## config.mk

```make
export PLATFORM = sky130hd
export DESIGN_NAME = fetch_req_ctrl
export DESIGN_NICKNAME = d
export VERILOG_FILES = /design/src/rtl/fetch_req_ctrl.sv
export SDC_FILE = /design/constraint.sdc
export NUM_CORES = 1
export LEC_CHECK = 0
export CORE_MARGIN = 2
export CORE_UTILIZATION = 29
export CTS_BUF_LIST = sky130_fd_sc_hd__clkbuf_16
export DETAILED_ROUTE_END_ITERATION = 16
export PLACE_DENSITY = 0.72
export SKIP_CTS_REPAIR_TIMING = 1
export SLEW_MARGIN = 40
export SYNTH_ARGS = -nofsm -noshare
export SYNTH_HDL_FRONTEND = slang
export SYNTH_SLANG_ARGS = --single-unit
```

## constraint.sdc

```tcl
create_clock -name clk_i -period 9.4 [get_ports clk_i]
set_input_delay 2.82 -clock clk_i [delete_from_list [all_inputs] [get_ports clk_i]]
set_output_delay 2.82 -clock clk_i [all_outputs]
set_load 0.01 [all_outputs]
```

## src/rtl/fetch_req_ctrl.sv

```systemverilog
// fetch_req_ctrl: front-end fetch request sequencer.
// Issues one aligned fetch block request at a time to the I-cache, forwards
// the matching response to the instruction queue and picks the next fetch
// address from flush / replay / branch prediction / sequential order.
// Optional feature: define FETCH_REQ_CTRL_REPLAY_CNT_EN to get a saturating
// replay event counter on replay_cnt_o (otherwise it reads constant 0).
module fetch_req_ctrl #(
   parameter int unsigned FETCH_BYTES = 8,
   parameter logic [63:0] BOOT_ADDR   = 64'h0000_0000_8000_0000
) (
   input  logic        clk_i,
   input  logic        rst_i,
   input  logic        flush_i,
   input  logic [63:0] flush_addr_i,
   input  logic        halt_i,
   input  logic        iq_ready_i,
   output logic        icache_req_o,
   output logic [63:0] icache_addr_o,
   input  logic        icache_gnt_i,
   input  logic        icache_rsp_valid_i,
   output logic        icache_kill_o,
   output logic        rsp_valid_o,
   input  logic        bp_valid_i,
   input  logic [63:0] bp_addr_i,
   input  logic        replay_i,
   input  logic [63:0] replay_addr_i,
   output logic [31:0] replay_cnt_o
);

   localparam logic [63:0] BLK_BYTES  = 64'(FETCH_BYTES);
   localparam logic [63:0] ALIGN_MASK = ~(BLK_BYTES - 64'd1);

   typedef enum logic [1:0] {S_BOOT, S_REQ, S_WAIT, S_DRAIN} state_t;

   state_t      state_q, state_d;
   logic [63:0] faddr_q, faddr_d;
   logic [63:0] faddr_al;
   logic        req_int;
   logic        rsp_fwd;
   logic        kill_int;

   // Request/response qualifiers derived from the current state and inputs.
   always_comb begin
      faddr_al = faddr_q & ALIGN_MASK;
      req_int  = (state_q == S_REQ) & ~flush_i & ~halt_i & iq_ready_i;
      rsp_fwd  = (state_q == S_WAIT) & icache_rsp_valid_i & ~flush_i;
      kill_int = (state_q == S_WAIT) & flush_i & ~icache_rsp_valid_i;
   end

   // Outputs are forced to their reset values for as long as reset is held,
   // since the state register only updates at the next edge.
   assign icache_req_o  = req_int & ~rst_i;
   assign rsp_valid_o   = rsp_fwd & ~rst_i;
   assign icache_kill_o = kill_int & ~rst_i;
   assign icache_addr_o = rst_i ? (BOOT_ADDR & ALIGN_MASK) : faddr_al;

   // Next-state and next fetch address selection.
   always_comb begin
      state_d = state_q;
      faddr_d = faddr_q;
      case (state_q)
         S_BOOT: begin
            state_d = S_REQ;
            if (flush_i) faddr_d = flush_addr_i;
         end
         S_REQ: begin
            if (flush_i)                      faddr_d = flush_addr_i;
            else if (req_int & icache_gnt_i)  state_d = S_WAIT;
         end
         S_WAIT: begin
            if (icache_rsp_valid_i) begin
               // replay/bp only count when the response is actually forwarded,
               // which the flush-first priority already guarantees here.
               state_d = S_REQ;
               if (flush_i)         faddr_d = flush_addr_i;
               else if (replay_i)   faddr_d = replay_addr_i;
               else if (bp_valid_i) faddr_d = bp_addr_i;
               else                 faddr_d = faddr_al + BLK_BYTES;
            end else if (flush_i) begin
               faddr_d = flush_addr_i;
               state_d = S_DRAIN;
            end
         end
         S_DRAIN: begin
            // Waiting out the killed request; its response is dropped.
            if (flush_i)            faddr_d = flush_addr_i;
            if (icache_rsp_valid_i) state_d = S_REQ;
         end
         default: state_d = S_BOOT;
      endcase
   end

   // State and fetch address registers, reset has top priority.
   always_ff @(posedge clk_i) begin
      if (rst_i) begin
         state_q <= S_BOOT;
         faddr_q <= BOOT_ADDR;
      end else begin
         state_q <= state_d;
         faddr_q <= faddr_d;
      end
   end

`ifdef FETCH_REQ_CTRL_REPLAY_CNT_EN
   logic [31:0] replay_cnt_q;

   // Saturating count of forwarded responses that requested a replay.
   always_ff @(posedge clk_i) begin
      if (rst_i)
         replay_cnt_q <= '0;
      else if (rsp_fwd & replay_i & (replay_cnt_q != 32'hFFFF_FFFF))
         replay_cnt_q <= replay_cnt_q + 32'd1;
   end

   assign replay_cnt_o = rst_i ? 32'd0 : replay_cnt_q;
`else
   assign replay_cnt_o = 32'd0;
`endif

endmodule

```

Word level (Yosys, flattened, before mapping)
Cells that the tools add are included.
{"block": "word_totals", "register_bits": 66, "in_bits": 201, "out_inout_bits": 99, "word_cells": 41}
{"block": "classes", "addsub": 1, "eq_ne": 7, "mux": 13, "bitwise": 15, "reduce_logical": 3}
{"op": "64-bit two-way mux", "count": 6}
{"op": "64-bit one-hot mux with 2 select lines", "count": 1}
{"op": "64-bit by 4-bit adder with 64-bit output, second input constant", "count": 1}
{"op": "1-bit bitwise AND", "count": 11}
{"op": "2-bit two-way mux", "count": 5}
{"op": "2-bit one-hot mux with 4 select lines", "count": 1}
{"op": "2-bit == test, second input constant", "count": 2}
{"op": "2-bit inequality test, second input constant", "count": 2}
{"op": "1-bit inverter", "count": 4}
{"op": "4-bit AND reduction", "count": 1}
{"op": "3-bit inequality test, second input constant", "count": 1}
{"op": "3-bit OR reduction", "count": 1}
{"op": "2-bit by 1-bit == test with 1-bit output, second input constant", "count": 1}
{"op": "2-bit zero test", "count": 1}
{"op": "2-bit by 1-bit inequality test with 1-bit output, second input constant", "count": 1}

Depth between registers and ports, before layout
{"block": "logic_depth", "ltp_word": 8, "depth_mapped": 10}

Worst setup path before layout
Ideal clock, no wire load.
{"block": "synth_timing", "path_kind": "input-to-output", "start": "in flush_i", "end": "out icache_kill_o", "arrival_time_ns": 4.124, "required_ns": 6.580, "slack_ns": 2.456, "stages": 5, "path_cell_list": "clkbuf_1 clkbuf_1 clkbuf_1 clkbuf_1 and4_1"}
{"block": "synth_between", "elab_chain_len": 3}
{"element": "start, declared", "line_no": "13", "source": "input logic flush_i,"}
{"element": "1-bit bitwise AND (2 in series)", "line_no": "47", "source": "kill_int = (state_q == S_WAIT) & flush_i & ~icache_rsp_valid_i;"}
{"element": "1-bit bitwise AND", "line_no": "54", "source": "assign icache_kill_o = kill_int & ~rst_i;"}
{"element": "end, declared", "line_no": "21", "source": "output logic icache_kill_o,"}
No other way between the ends.

Final worst setup path
{"block": "layout_timing", "start": "in icache_rsp_valid_i", "end": "out icache_kill_o"}
{"block": "layout_between", "elab_chain_len": 3}
{"element": "start, declared", "line_no": "20", "source": "input logic icache_rsp_valid_i,"}
{"element": "1-bit inverter", "line_no": "47"}
{"element": "1-bit bitwise AND", "line_no": "47"}
{"element": "1-bit bitwise AND", "line_no": "54"}
No other way between the ends.

==> results.json <==
{
  "status": "completed",
  "layout_commonest_cell": "clkdlybuf4s50_1",
  "numCtsBuffers": 9,
  "path_max_fanout": 8,
  "crit_path_end_kind": "output port",
  "drt-total-wl_mm": 28.50,
  "crit_path_start_kind": "input pin",
  "synth_cells": 851,
  "via_count": 7505,
  "grt_pass1_vias": 7120,
  "core_mm2": 0.02030,
  "yosysUniqueCellTypes": 64,
  "final_cells": 1339,
  "setup_tns_ns": 0,
  "holdCritPathClass": "flop to flop",
  "required_ns": 6.58,
  "clock-sinks": 63,
  "rr_worst_depth": 6,
  "crit_arrival_ns": 4.48,
  "drc_errors": 0,
  "globalplace.congestion": 0.8497,
  "hpwl_mm": 20.09,
  "final_cell_mix": "clkdlybuf4s50_1, a21oi_1, nand2_1",
  "clk_latency_ns": 0.35,
  "avgRoutedWirePerCell_um": 21.29,
  "hold_depth": 2,
  "fill_cells": 2051,
  "slew_viol_final": 0,
  "die_w_um": 148.0,
  "max_freq_mhz": 136.9,
  "crit_type": "input pin to output port",
  "min_period_over_period_pct": 77.70,
  "fin_worst_skew_ns": 0.008069,
  "cellInternalPower_uw": 599.0,
  "ys_seq_elements": 63,
  "root_buffer": "clkbuf_16",
  "relSlewSlack_pct": 45.74,
  "worst_slew_pin_slew_ns": 0.8109,
  "design.die.area_mm2": 0.02189,
  "grt_max_degree": 67,
  "synthFlopType": "dfxtp_1",
  "async_flop_share_pct": 0,
  "setup_viol": 0,
  "rsz0062_at_grt": "no",
  "p_comb_share_pct": 29.4,
  "grt-ovfl-total": 0,
  "track_usage_pct": 25.26,
  "die_h_um": 148.0,
  "syn_to_final_growth_pct": 47.34,
  "port_buffers": 255,
  "worstPathBufferInverterCount": 3,
  "slowest_delay_ns": 0.60,
  "pwr-share-seq_pct": 35.5,
  "path_cells": "clkdlybuf4s50_1, inv_1, and4_1, clkdlybuf4s50_1",
  "start_util_pct": 29.61,
  "hold-path-endpoint": "state_q[0]$_SDFFE_PP0P_",
  "antenna_left": 0,
  "firstDrtPassIters": 5,
  "layout-drive-gt1-share_pct": 4.217,
  "cpLargestDelayFamily": "buffers and inverters",
  "clkTransAtPathRegs_ns": 0.06,
  "drt_first_iter_violations": 587,
  "routed_via_density": 5.605,
  "reg2reg_from": "faddr_q[23]$_SDFF_PP0_",
  "yosysWarnings": 0,
  "rrSetupSlack_ns": 6.53,
  "nNetsFinal": 1268,
  "final-hold-violation-count": 0,
  "worstReg2RegEnd": "faddr_q[61]$_SDFF_PP0_",
  "power_density_mw_per_mm2": 99.96,
  "cap_violations": 0,
  "antenna_found_initial": 3,
  "synth_edf_count": 0,
  "min_from": "state_q[0]$_SDFFE_PP0P_",
  "boundaryPins": 300,
  "seq_area_frac_synth_pct": 20.98,
  "p_sw_share_pct": 32.33,
  "rows": 52,
  "dpl.cell_count": 1321,
  "synth_area_per_cell_um2": 7.063,
  "timing.critical_path.slowest_stage_cell": "clkdlybuf4s50_1",
  "peakVddDrop_mv": 0.09328,
  "netlist_area_mm2": 0.006011,
  "clock_path_buffers": 2,
  "critPathMostFrequentCell": "clkdlybuf4s50_1",
  "htree_levels": 3,
  "grt_pass1_wl_mm": 42.47,
  "clkPwrFrac_pct": 35.2,
  "fin_crit_ns": 7.304,
  "leakage_uw": 0.003108,
  "cts_tree": "yes",
  "p_switching_uw": 286.2
}
==> kinds of logic after synthesis <==
family,count (synthesis),synth area share [%]
AO/OA/AOI/OAI,278,30.29
other,1,0.06239
AND/OR/NAND/NOR,326,29.02
adder cells (fa/ha/maj),5,1.041
multiplexers,13,2.207
XOR/XNOR,44,6.411
buffers and inverters,121,9.992
flip-flops,63,20.98
==> final cells by class <==
type                            count  area (um2)  share of cell area, %
Multi-Input combinational cell    701        4282                  48.35
Antenna cell                        2       5.005                0.05651
Clock inverter                      7       30.03                 0.3391
Tap cell                          270       337.8                  3.815
Sequential cell                    63        1261                  14.24
Clock buffer                        9       225.2                  2.543
Inverter                           18       67.56                 0.7629
Timing Repair Buffer              269        2648                  29.90
==> sequential cells by signal, indices dropped and copies added, names as in the netlist <==
register  count
state_q       2
faddr_q      61
==> worst register-to-register path, cell delays in order, from the launching register on <==
cell and delay (ns):
dfxtp_1 0.51, nand4_1 0.34, nor4b_2 0.83, nand4_1 0.42, o31a_1 0.39, nor3_1 0.15
o21ai_0 0.09
==> stage by stage <==
step	util, %	hold slack [ns]	worst slack (ns)	cell area [um2]	total power (uW)
global placement	42.33	0.4975	2.066	8593	572.8
global route	43.63	0.5527	2.012	8856	926.8
CTS	43.60	0.5216	2.067	8851	885.2
floorplan	-	0.4763	2.456	6138	441.2
finish	43.63	0.5266	2.096	8856	885.2
detailed placement	42.34	0.5151	2.079	8596	576.3
==> worst max path at each step <==
stage                       startpoint            end  slack [ns]  depth (start not counted)
global placement    icache_rsp_valid_i  icache_kill_o        2.07                          4
floorplan                      flush_i  icache_kill_o        2.46                          5
global route        icache_rsp_valid_i  icache_kill_o        2.01                          4
CTS                 icache_rsp_valid_i  icache_kill_o        2.07                          4
detailed placement  icache_rsp_valid_i  icache_kill_o        2.08                          4
finish              icache_rsp_valid_i  icache_kill_o        2.10                          4
==> metal layers <==
metal | part of all wire, % | global-route usage (%) | up-vias | routed length (um)
met5 | 0.046 | 0 | - | 13
met4 | 3.5 | 10.05 | 2 | 990
met3 | 8.7 | 5.401 | 67 | 2480
met2 | 45 | 40.09 | 401 | 12900
met1 | 43 | 33.40 | 3524 | 12120
li1 | - | - | 3511 | -
==> cell usage after synthesis, types with 4 or more instances <==
| library cell | number | area share [%] |
|---|---|---|
| a21oi_1 | 75 | 6.2 |
| nand2_1 | 65 | 4.1 |
| dfxtp_1 | 63 | 21 |
| o21ai_0 | 59 | 4.9 |
| nor2_1 | 58 | 3.6 |
| nor2b_1 | 55 | 5.7 |
| clkbuf_1 | 51 | 3.2 |
| buf_4 | 37 | 4.6 |
| nand3_1 | 32 | 2.7 |
| xor2_1 | 26 | 3.8 |
| nor3_1 | 25 | 2.1 |
| and3_1 | 23 | 2.4 |
| nand4_1 | 23 | 2.4 |
| o22ai_1 | 22 | 2.3 |
| xnor2_1 | 18 | 2.6 |
| inv_1 | 17 | 1.1 |
| a221oi_1 | 16 | 2.3 |
| a22oi_1 | 12 | 1.5 |
| mux2i_1 | 11 | 1.8 |
| o211ai_1 | 10 | 1.2 |
| buf_1 | 9 | 0.56 |
| nand2b_1 | 9 | 0.94 |
| a221o_1 | 8 | 1.3 |
| o221ai_1 | 8 | 1.2 |
| o22a_1 | 8 | 1.2 |
| a211oi_1 | 7 | 0.87 |
| and2_1 | 7 | 0.73 |
| and4_1 | 7 | 1.0 |
| nor4_1 | 7 | 0.73 |
| a31oi_1 | 6 | 0.62 |
| o21a_1 | 6 | 0.75 |
| o31ai_1 | 6 | 0.75 |
| a222oi_1 | 5 | 0.83 |
| ha_1 | 5 | 1.0 |
| o311ai_0 | 5 | 0.73 |
| o31a_1 | 5 | 0.73 |
| a21o_1 | 4 | 0.50 |
| buf_2 | 4 | 0.33 |
==> power by group through the flow <==
stage / sequential (uW) / clock, uW / combinational, uW
6_report: 314 / 311 / 260
5_1_grt: 317 / 329 / 281
4_1_cts: 313 / 313 / 259
3_5_place_dp: 319 / 0 / 257
3_3_place_gp: 319 / 0 / 254
2_1_floorplan: 305 / 0 / 136
Note: power is estimated with default switching activity, not from simulation.
